## config.mk

```make
export PLATFORM = sky130hd
export DESIGN_NAME = gaussian_pyramid_sequencer
export DESIGN_NICKNAME = d
export VERILOG_FILES = /design/src/rtl/gaussian_pyramid_sequencer.sv
export SDC_FILE = /design/constraint.sdc
export NUM_CORES = 1
export LEC_CHECK = 0
export CAP_MARGIN = 30
export CORE_MARGIN = 2
export CORE_UTILIZATION = 25
export DETAILED_ROUTE_END_ITERATION = 8
export PLACE_DENSITY = 0.5
export SYNTH_ARGS = -nofsm -noshare
export SYNTH_HDL_FRONTEND = slang
export SYNTH_SLANG_ARGS = --single-unit
```

## constraint.sdc

```tcl
create_clock -name iclk -period 4.6 [get_ports iclk]
set_input_delay 0.92 -clock iclk [delete_from_list [all_inputs] [get_ports iclk]]
set_output_delay 0.92 -clock iclk [all_outputs]
set_load 0.05 [all_outputs]
```

## src/rtl/gaussian_pyramid_sequencer.sv

```systemverilog
// gaussian_pyramid_sequencer: feeds one raster frame plus flush rows into the pyramid
// and tags, filters and counts the Gaussian outputs that belong to that frame.
module gaussian_pyramid_sequencer #(
    parameter int IMG_WIDTH     = 800,
    parameter int IMG_HEIGHT    = 600,
    parameter int KERNEL_RADIUS = 3
) (
    input  logic       iclk,
    input  logic       irst,
    input  logic       iFrameStart,
    input  logic [7:0] iPixel,
    input  logic       iPixel_valid,
    output logic       oPixel_ready,
    output logic [8:0] oImagePixelData,
    input  logic       iGaussValid,
    output logic       oOutKeep,
    output logic [9:0] oOutRow,
    output logic [9:0] oOutCol,
    output logic       oBusy,
    output logic       oFrameDone
);
    localparam int FLUSH_N = KERNEL_RADIUS * IMG_WIDTH;
    localparam int TOTAL   = IMG_WIDTH * IMG_HEIGHT;
    localparam int FW      = $clog2(FLUSH_N + 1);
    localparam int CW      = $clog2(TOTAL + 1);
    localparam logic [9:0]    LAST_COL   = 10'(IMG_WIDTH - 1);
    localparam logic [9:0]    LAST_ROW   = 10'(IMG_HEIGHT - 1);
    localparam logic [FW-1:0] FLUSH_LAST = FW'(FLUSH_N - 1);
    localparam logic [FW-1:0] FLUSH_END  = FW'(FLUSH_N);
    localparam logic [CW-1:0] TOTAL_C    = CW'(TOTAL);
    localparam logic [CW-1:0] TOTAL_LAST = CW'(TOTAL - 1);

    typedef enum logic [1:0] {IDLE, STREAM, FLUSH, DRAIN} stateType;

    stateType      state;
    logic [9:0]    inRow, inCol, outRow, outCol, heldRow, heldCol;
    logic [FW-1:0] flushCnt, discardCnt;
    logic [CW-1:0] outCount;
    logic          firstFrame, active, accept, discard, keep;

    // Leading outputs of a follow-on frame are the previous frame's flush rows.
    always_comb begin
        active  = state != IDLE;
        accept  = iPixel_valid && state == STREAM;
        discard = iGaussValid && active && !firstFrame && discardCnt != FLUSH_END;
        keep    = iGaussValid && active && !discard && outCount != TOTAL_C;
    end

    assign oPixel_ready = state == STREAM;
    assign oBusy        = active;
    assign oOutKeep     = keep;
    assign oOutRow      = keep ? outRow : heldRow;
    assign oOutCol      = keep ? outCol : heldCol;

    always_ff @(posedge iclk) begin
        if (irst) begin
            state           <= IDLE;
            inRow           <= '0;
            inCol           <= '0;
            outRow          <= '0;
            outCol          <= '0;
            heldRow         <= '0;
            heldCol         <= '0;
            flushCnt        <= '0;
            discardCnt      <= '0;
            outCount        <= '0;
            firstFrame      <= 1'b1;
            oImagePixelData <= '0;
            oFrameDone      <= 1'b0;
        end else begin
            oFrameDone <= 1'b0;
            case (state)
                IDLE: begin
                    oImagePixelData <= '0;
                    if (iFrameStart) begin
                        state      <= STREAM;
                        inRow      <= '0;
                        inCol      <= '0;
                        outRow     <= '0;
                        outCol     <= '0;
                        flushCnt   <= '0;
                        discardCnt <= '0;
                        outCount   <= '0;
                    end
                end
                STREAM: begin
                    oImagePixelData <= accept ? {1'b1, iPixel} : 9'h000;
                    if (accept) begin
                        if (inCol == LAST_COL) begin
                            inCol <= '0;
                            inRow <= inRow + 10'd1;
                            if (inRow == LAST_ROW) state <= FLUSH;
                        end else begin
                            inCol <= inCol + 10'd1;
                        end
                    end
                end
                FLUSH: begin
                    oImagePixelData <= 9'h100;
                    flushCnt        <= flushCnt + FW'(1);
                    if (flushCnt == FLUSH_LAST) state <= DRAIN;
                end
                DRAIN: begin
                    oImagePixelData <= '0;
                    if (outCount == TOTAL_C) state <= IDLE;
                end
            endcase
            if (discard) discardCnt <= discardCnt + FW'(1);
            if (keep) begin
                heldRow  <= outRow;
                heldCol  <= outCol;
                outCount <= outCount + CW'(1);
                if (outCol == LAST_COL) begin
                    outCol <= '0;
                    outRow <= outRow + 10'd1;
                end else begin
                    outCol <= outCol + 10'd1;
                end
                if (outCount == TOTAL_LAST) begin
                    oFrameDone <= 1'b1;
                    firstFrame <= 1'b0;
                end
            end
        end
    end
endmodule

```

==> results of run 1 <==
-- path summary, 6_finish.rpt --
| kind | slack (ns) | to | startpoint |
|---|---|---|---|
| max | 0.38 | oOutRow[7] | discardCnt[0] |
| min | 0.48 | outCount[17] | outCount[17] |
| min reg2reg | 0.48 | outCount[17] | outCount[17] |
| max reg2reg | 1.70 | outCol[7] | discardCnt[0] |
-- through the flow --
stage | power (uW) | worst slack [ns]
2_1_floorplan | 1500 | 1.68
3_3_place_gp | 1660 | 0.326
3_5_place_dp | 1660 | 0.261
4_1_cts | 3130 | 0.139
5_1_grt | 3220 | 0.210
6_report | 3090 | 0.381
-- per-layer routing --
layer  global-route usage  part of all wire  routed length, microns  vias to the layer above
li1                     -                 -                       -                     2447
met1                0.160              0.50                    7050                     2326
met2                0.180              0.45                    6330                       64
met3               0.0356             0.036                     499                       11
met4               0.0450             0.011                     154                        0
met5                    0                 0                       0                        -
-- area by class of cell --
cell class / count / area share
multi-input combinational: 483 / 0.452
sequential: 116 / 0.326
timing repair buffer: 53 / 0.0710
clock buffer: 24 / 0.0704
tap: 285 / 0.0501
clock inverter: 8 / 0.0204
inverter: 19 / 0.0100
-- worst max-delay path: cells and delay by family (launching register included) --
family,cells,cell delay (ns)
AOI/OAI and AO/OA,2,0.98
DFF,1,0.35
muxes,1,0.35
buffers and inverters,2,0.78
adders and majority gates,1,0.19
and+or+nand+nor,1,0.21
-- power breakdown --
group / switching, uW / total [uW] / internal [uW]
logic: 406 / 582 / 177
clock network: 476 / 1450 / 977
registers: 23.5 / 1050 / 1030
-- registers in the layout (all words and copies together), names as in the netlist, 2 cells and up --
register and count:
outCount 19, discardCnt 12, flushCnt 12, heldCol 10, heldRow 10, inCol 10
inRow 10, outCol 10, outRow 10, oImagePixelData 9, state 2
-- cell families (layout without fill, tap and decap cells) --
group / after synthesis / after routing / share of synthesized area
simple gates: 300 / 300 / 0.294
compound gates: 119 / 119 / 0.136
flops: 116 / 116 / 0.401
buf+inv: 50 / 104 / 0.0437
mux: 27 / 27 / 0.0616
xor+xnor: 24 / 24 / 0.0363
fa+ha+maj: 13 / 13 / 0.0281
-- placed cells by master (no fill, tap or decap), types with 13 or more instances in the layout --
master and instances:
mux2_4 16, and2b_1 16, clkbuf_16 17, a21oi_1 30, a31oi_1 15, inv_1 19, nand3_1 44, and3_1 15
nand2b_1 13, nand3b_1 13, nor2_1 48, dfxtp_1 116, o21ai_0 25, nand4_1 18, xnor2_1 15, and2_1 13
ha_1 13, clkdlybuf4s50_1 39, nand2_1 50
==> metrics.md, run 1 <==
| Metric | Value |
|---|---|
| Distinct cells, synth | 63 |
| Core Area | roughly 23000 sq um |
| Antenna-violating nets left | 0 |
| Cts repair resizes | 0 |
| P&R area growth vs syn | 23.1% |
| Post-CTS Setup Inserts | 0 |
| Seq/Total Area, Yosys | 0.401 |
| Gpl congestion | 0.753 |
| Max clock buf depth | 2 |
| R2R cell count | 9 |
| CP Class | reg -> out |
| Most common cell in the netlist | dfxtp_1 |
| Register area | 2320 sq um |
| Placed cell areas | 6470 sq um |
| Post-synthesis register bit count | around 120 |
| Clk Tree Root Cell | clkbuf_16 |
| Final core occ | 0.314 |
| Mapped Avg Cell Area | just under 9 sq um |
| DR vias | about 4800 |
| Fin nets | 716 |
| Max Fclk | about 240 MHz |
| First-pass GRT wire length | 23.2 mm |
| # rows | 55 |
| Syn_nets | 675 |
| Die H | roughly 160 microns |
| Main synth FF type | dfxtp_1 |
| Setup crit end kind | primary output |
| Post-Route WL | approximately 14 mm |
| Worst vdd ir | 0.000204 V |
| Drt first pass iters | 4 |
| Max H-tree Level | 4 |
| Largest net degree at the start of global routing | 52 |
| Clock latency at the later pin of the worst-skew pair | ~0.42 ns |
| First-iteration detailed-routing DRC count | 307 |
| Post-synth top cells | dfxtp_1, nand2_1, nor2_1, nand3_1, a21oi_1 |
| Clk sinks | between 100 and 150 |
| Kind of start point of the critical path | register |
| Global route overflow | 0 |
| Worst Hold Path Cells | 2 |
| Port Buffers | 45 |
| Leak | between 0.002 and 0.003 uW |
| RSZ-0062 raised after global routing | no |
| Min Clock Period, post-route | about 4.2 ns |
| Fillers | 2391 |
| Ant diodes | 0 |
| Setup Viol. Count Final | 0 |
| Fin. max-slew vios | 0 |
| Final Hold Viols | 0 |
| Setup_tns | 0 ns |
| Crit path largest cell delay | just over 0.7 ns |
| Top-area cell type share of the netlist area | 0.401 |
| CTS tree | built |
| Data required, critical path | 3.68 ns |
| Ys Warns | 0 |
| Slowest cell on crit path | clkdlybuf4s50_1 |
| Clk_skew | about 0.011 ns |
| Placed Instances | ~960 |
| Data arrival, critical path | 3.30 ns |
| Sequence of cells on the critical path | inv_1 > ha_1 > and4b_1 > a31oi_1 > a211o_4 > mux2_4 > clkdlybuf4s50_1 |
| DRC errors left | 0 |
| Final Non-Filler Cells | approximately 990 |
| Largest area contributor in the netlist | dfxtp_1 |
| Fraction of layout instances using a drive strength above 1 | 0.110 |
| Tcrit/Tclk final | 0.917 |
| Synth Cell Area | about 5800 sq um |
| HPWL Detailed | between 9 and 10 mm |
| Clock Pin Slew Worst Setup and Hold Paths | approximately 0.060 ns |
| Via density per instance | just under 5 |
| Io pins | 46 |
| Mapped Cells | approximately 650 |
| Worst Hold Class | reg -> reg |
| Vias in the first global route | about 4500 |
| WL/cell | 14.2 microns |
| Die ar. | ~24000 sq um |
| Worst-Margin Slew | approximately 1.0 ns |
| Post-synth EDFFs | 0 |
| Outcome | completed |
| Crit Path Max Fanout | 26 |
| Num CTS Buffers | 17 |
| Multi-input gate area | about 3200 sq um |
| Hold_buf cts | 0 |
| Die width | around 160 microns |
| Number of max-cap violations | 0 |
| P per Cell Area | ~430 nW/um^2 |
| Slew headroom | 0.302 |
| Starting Density | 0.255 |
| Ranking of synthesized cells by area | dfxtp_1, mux2_4, nand3_1, nand2_1, nor2_1 |
| Post-synth ARST share | 0 |
| Worst hold slack | just under 0.5 ns |
| All-Layer GR Usage | 0.119 |
| Initial antenna violation count | 0 |
| Cell area after layout | 7120 sq um |
No activity file was read; power rests on OpenSTA's default activity.
==> run 2: changes to the inputs <==
--- a/config.mk
+++ b/config.mk
@@ -11,3 +11,5 @@
 export DETAILED_ROUTE_END_ITERATION = 8
-export PLACE_DENSITY = 0.5
+export DONT_BUFFER_PORTS = 1
+export PLACE_DENSITY = 0.47
+export SLEW_MARGIN = 20
 export SYNTH_ARGS = -nofsm -noshare
--- a/constraint.sdc
+++ b/constraint.sdc
@@ -3,2 +3,2 @@
 set_output_delay 0.92 -clock iclk [all_outputs]
-set_load 0.05 [all_outputs]
+set_load 0.1 [all_outputs]
==> run 2 against run 1 <==
Against the previous run:
- flip-flop and latch count is the same
- cell count shrank 4.5%
- worst setup slack gained 0.18 ns
- highest routed layer unchanged
- power decreased by 2.3%
- register-to-register slack got worse by 0.20 ns
- clock skew shrank 0.0019 ns
- routed wire length fell by 3.6%
- die area did not move
- global-route usage shrank 0.50 points
- core utilization fell by 2.1 points
- via count decreased by 4.8%
- hold slack worse by 0.0033 ns
==> metrics.md, run 2 (synthesis gave the netlist of run 1 again) <==
| Metric | Value |
|---|---|
| Register area | 2320 sq um (unchanged) |
| Top Usage Layer GRT | met2 |
| Most frequent cells in the layout | dfxtp_1, nand2_1, nor2_1, nand3_1, a21oi_1 |
| Commonest non-fill, non-tap cell in the layout | dfxtp_1 |
| Final core occ | 0.293 (-0.0212) |
| Max H-tree Level | 4 (unchanged) |
| HPWL Detailed | 8.87 mm (-3.6%) |
| Fin. max-slew vios | 0 (unchanged) |
| Clock Pin Slew Worst Setup and Hold Paths | 0.06 ns (about the same) |
| Io pins | 46 (unchanged) |
| Clk_skew | 0.00915 ns (-0.00193 ns) |
| GR Util met3 | 0.0403 (+0.00472) |
| Antenna-violating nets left | 0 (unchanged) |
| Data arrival, critical path | 3.12 ns (-0.18 ns) |
| Cts repair resizes | 0 (unchanged) |
| Final Non-Filler Cells | 944 (-4.5%) |
| RSZ-0062 raised after global routing | no |
| Cell area after layout | 6640 sq um (-6.8%) |
| Worst vdd ir | 0.000194 V (-4.9%) |
| Vias in the first global route | 4226 (-6.0%) |
| Num CTS Buffers | 17 (unchanged) |
| # rows | 55 (unchanged) |
| Reg-to-Reg Start | discardCnt[0] |
| Clk Tree Root Cell | clkbuf_16 |
| Multi-input gate area | 3210 sq um (-0.23%) |
| Final WS setup | 0.557 ns (+0.176 ns) |
| CTS tree | built |
| Placed cell areas | 6020 sq um (-6.9%) |
| Die width | 156 microns (unchanged) |
| Fraction of layout instances using a drive strength above 1 | 0.109 (-0.000274) |
| Max Fclk | 247 MHz (+4.4%) |
| Outcome | completed |
| Drt first pass iters | 5 (+1) |
| Hold_buf cts | 0 (unchanged) |
| Worst Hold Class | reg -> reg |
| Min Clock Period, post-route | 4.04 ns (-0.176 ns) |
| Met1 GRT Util | 0.149 (-0.0108) |
| Post-Route WL | 13.5 mm (-3.6%) |
| First-iteration detailed-routing DRC count | 297 (-3.3%) |
| Core Area | 22700 sq um (unchanged) |
| Place WS | 0.948 ns (+0.687 ns) |
| P per Cell Area | 454 nW/um^2 (+4.7%) |
| Met2 usage | 0.172 (-0.00737) |
| Crit Path Max Fanout | 22 (-15%) |
| Worst-Margin Slew | 0.965 ns (-0.0770 ns) |
| Largest reg by FF count | outCount |
| Biggest regs | outCount x19, discardCnt x12, flushCnt x12 |
| Max clock buf depth | 2 (unchanged) |
| Placed Instances | 911 (-4.7%) |
| Port Buffers | 0 (-100%) |
| Starting Density | 0.255 (unchanged) |
| P&R area growth vs syn | 14.8% |
| First-pass GRT wire length | 22.0 mm (-4.9%) |
| Fillers | 2425 (+1.4%) |
| Gpl congestion | 0.745 (-1.0%) |
| Largest net degree at the start of global routing | 89 (+71%) |
| Number of max-cap violations | 0 (unchanged) |
| Crit path launch | discardCnt[0] |
| Tcrit/Tclk final | 0.879 (-0.0383) |
| Slew headroom | 0.356 (+0.0535) |
| Die ar. | 24400 sq um (unchanged) |
| Clk sinks | 116 (unchanged) |
| Clock latency at the later pin of the worst-skew pair | 0.42 ns (about the same) |
| WL/cell | 14.3 microns (+0.88%) |
| Setup Viol. Count Final | 0 (unchanged) |
| Hold_sp | discardCnt[9] |
| Kind of start point of the critical path | register |
| Setup crit end kind | primary output |
| DRC errors left | 0 (unchanged) |
| Post-CTS Setup Inserts | 0 (unchanged) |
| Leak | 0.00235 uW (-7.4%) |
| CP Class | reg -> out |
| Die H | 156 microns (unchanged) |
| Via density per instance | 4.89 (-0.37%) |
| Max reg flops | 19 (unchanged) |
| Initial antenna violation count | 0 (unchanged) |
| Data required, critical path | 3.68 ns (about the same) |
| Final Hold Viols | 0 (unchanged) |
| Ant diodes | 0 (unchanged) |
| Fin nets | 672 (-6.1%) |
| All-Layer GR Usage | 0.114 (-0.00501) |
| Setup_tns | 0 ns (unchanged) |
| Global route overflow | 0 (unchanged) |
| DR vias | 4615 (-4.8%) |
[run 2: per-layer routing]
layer	vias up	wire, microns
met5	-	0
met4	0	178
met3	14	704
met2	58	5870
met1	2179	6770
li1	2364	-
[run 2: cell type report]
type	instances	share of cell area
Clock buffer	23	0.0735
Inverter	19	0.0107
Timing Repair Buffer	9	0.00979
Clock inverter	9	0.0188
Tap cell	285	0.0537
Multi-Input combinational cell	483	0.484
Sequential cell	116	0.350
[run 2: critical path, stage by stage, from the launching register on]
cell and delay, ns:
dfxtp_1 0.35, inv_1 0.07, ha_1 0.19, and4b_1 0.21
a31oi_1 0.43, a211o_2 0.61, clkinv_1 0.21, mux2_2 0.63
[run 2: worst paths after layout]
check | depth (start not counted) | endpoint | slack, ns
worst max-delay path | 7 | oOutRow[9] | 0.56
worst min-delay path | 1 | discardCnt[9] | 0.48
worst max register to register | 9 | outCount[4] | 1.50
worst min register to register | 1 | discardCnt[9] | 0.48
[run 2: metrics by stage]
step / total power [uW] / hold slack (ns)
finish: 3020 / 0.478
global route: 3160 / 0.514
CTS: 3060 / 0.479
detailed placement: 1680 / 0.468
global placement: 1660 / 0.470
floorplan: 1570 / 0.443
[run 2: power by group]
part	switching (uW)	internal [uW]	total, uW
sequential	66.3	1030	1100
clock	466	905	1370
combinational	411	138	549
total	943	2070	3020
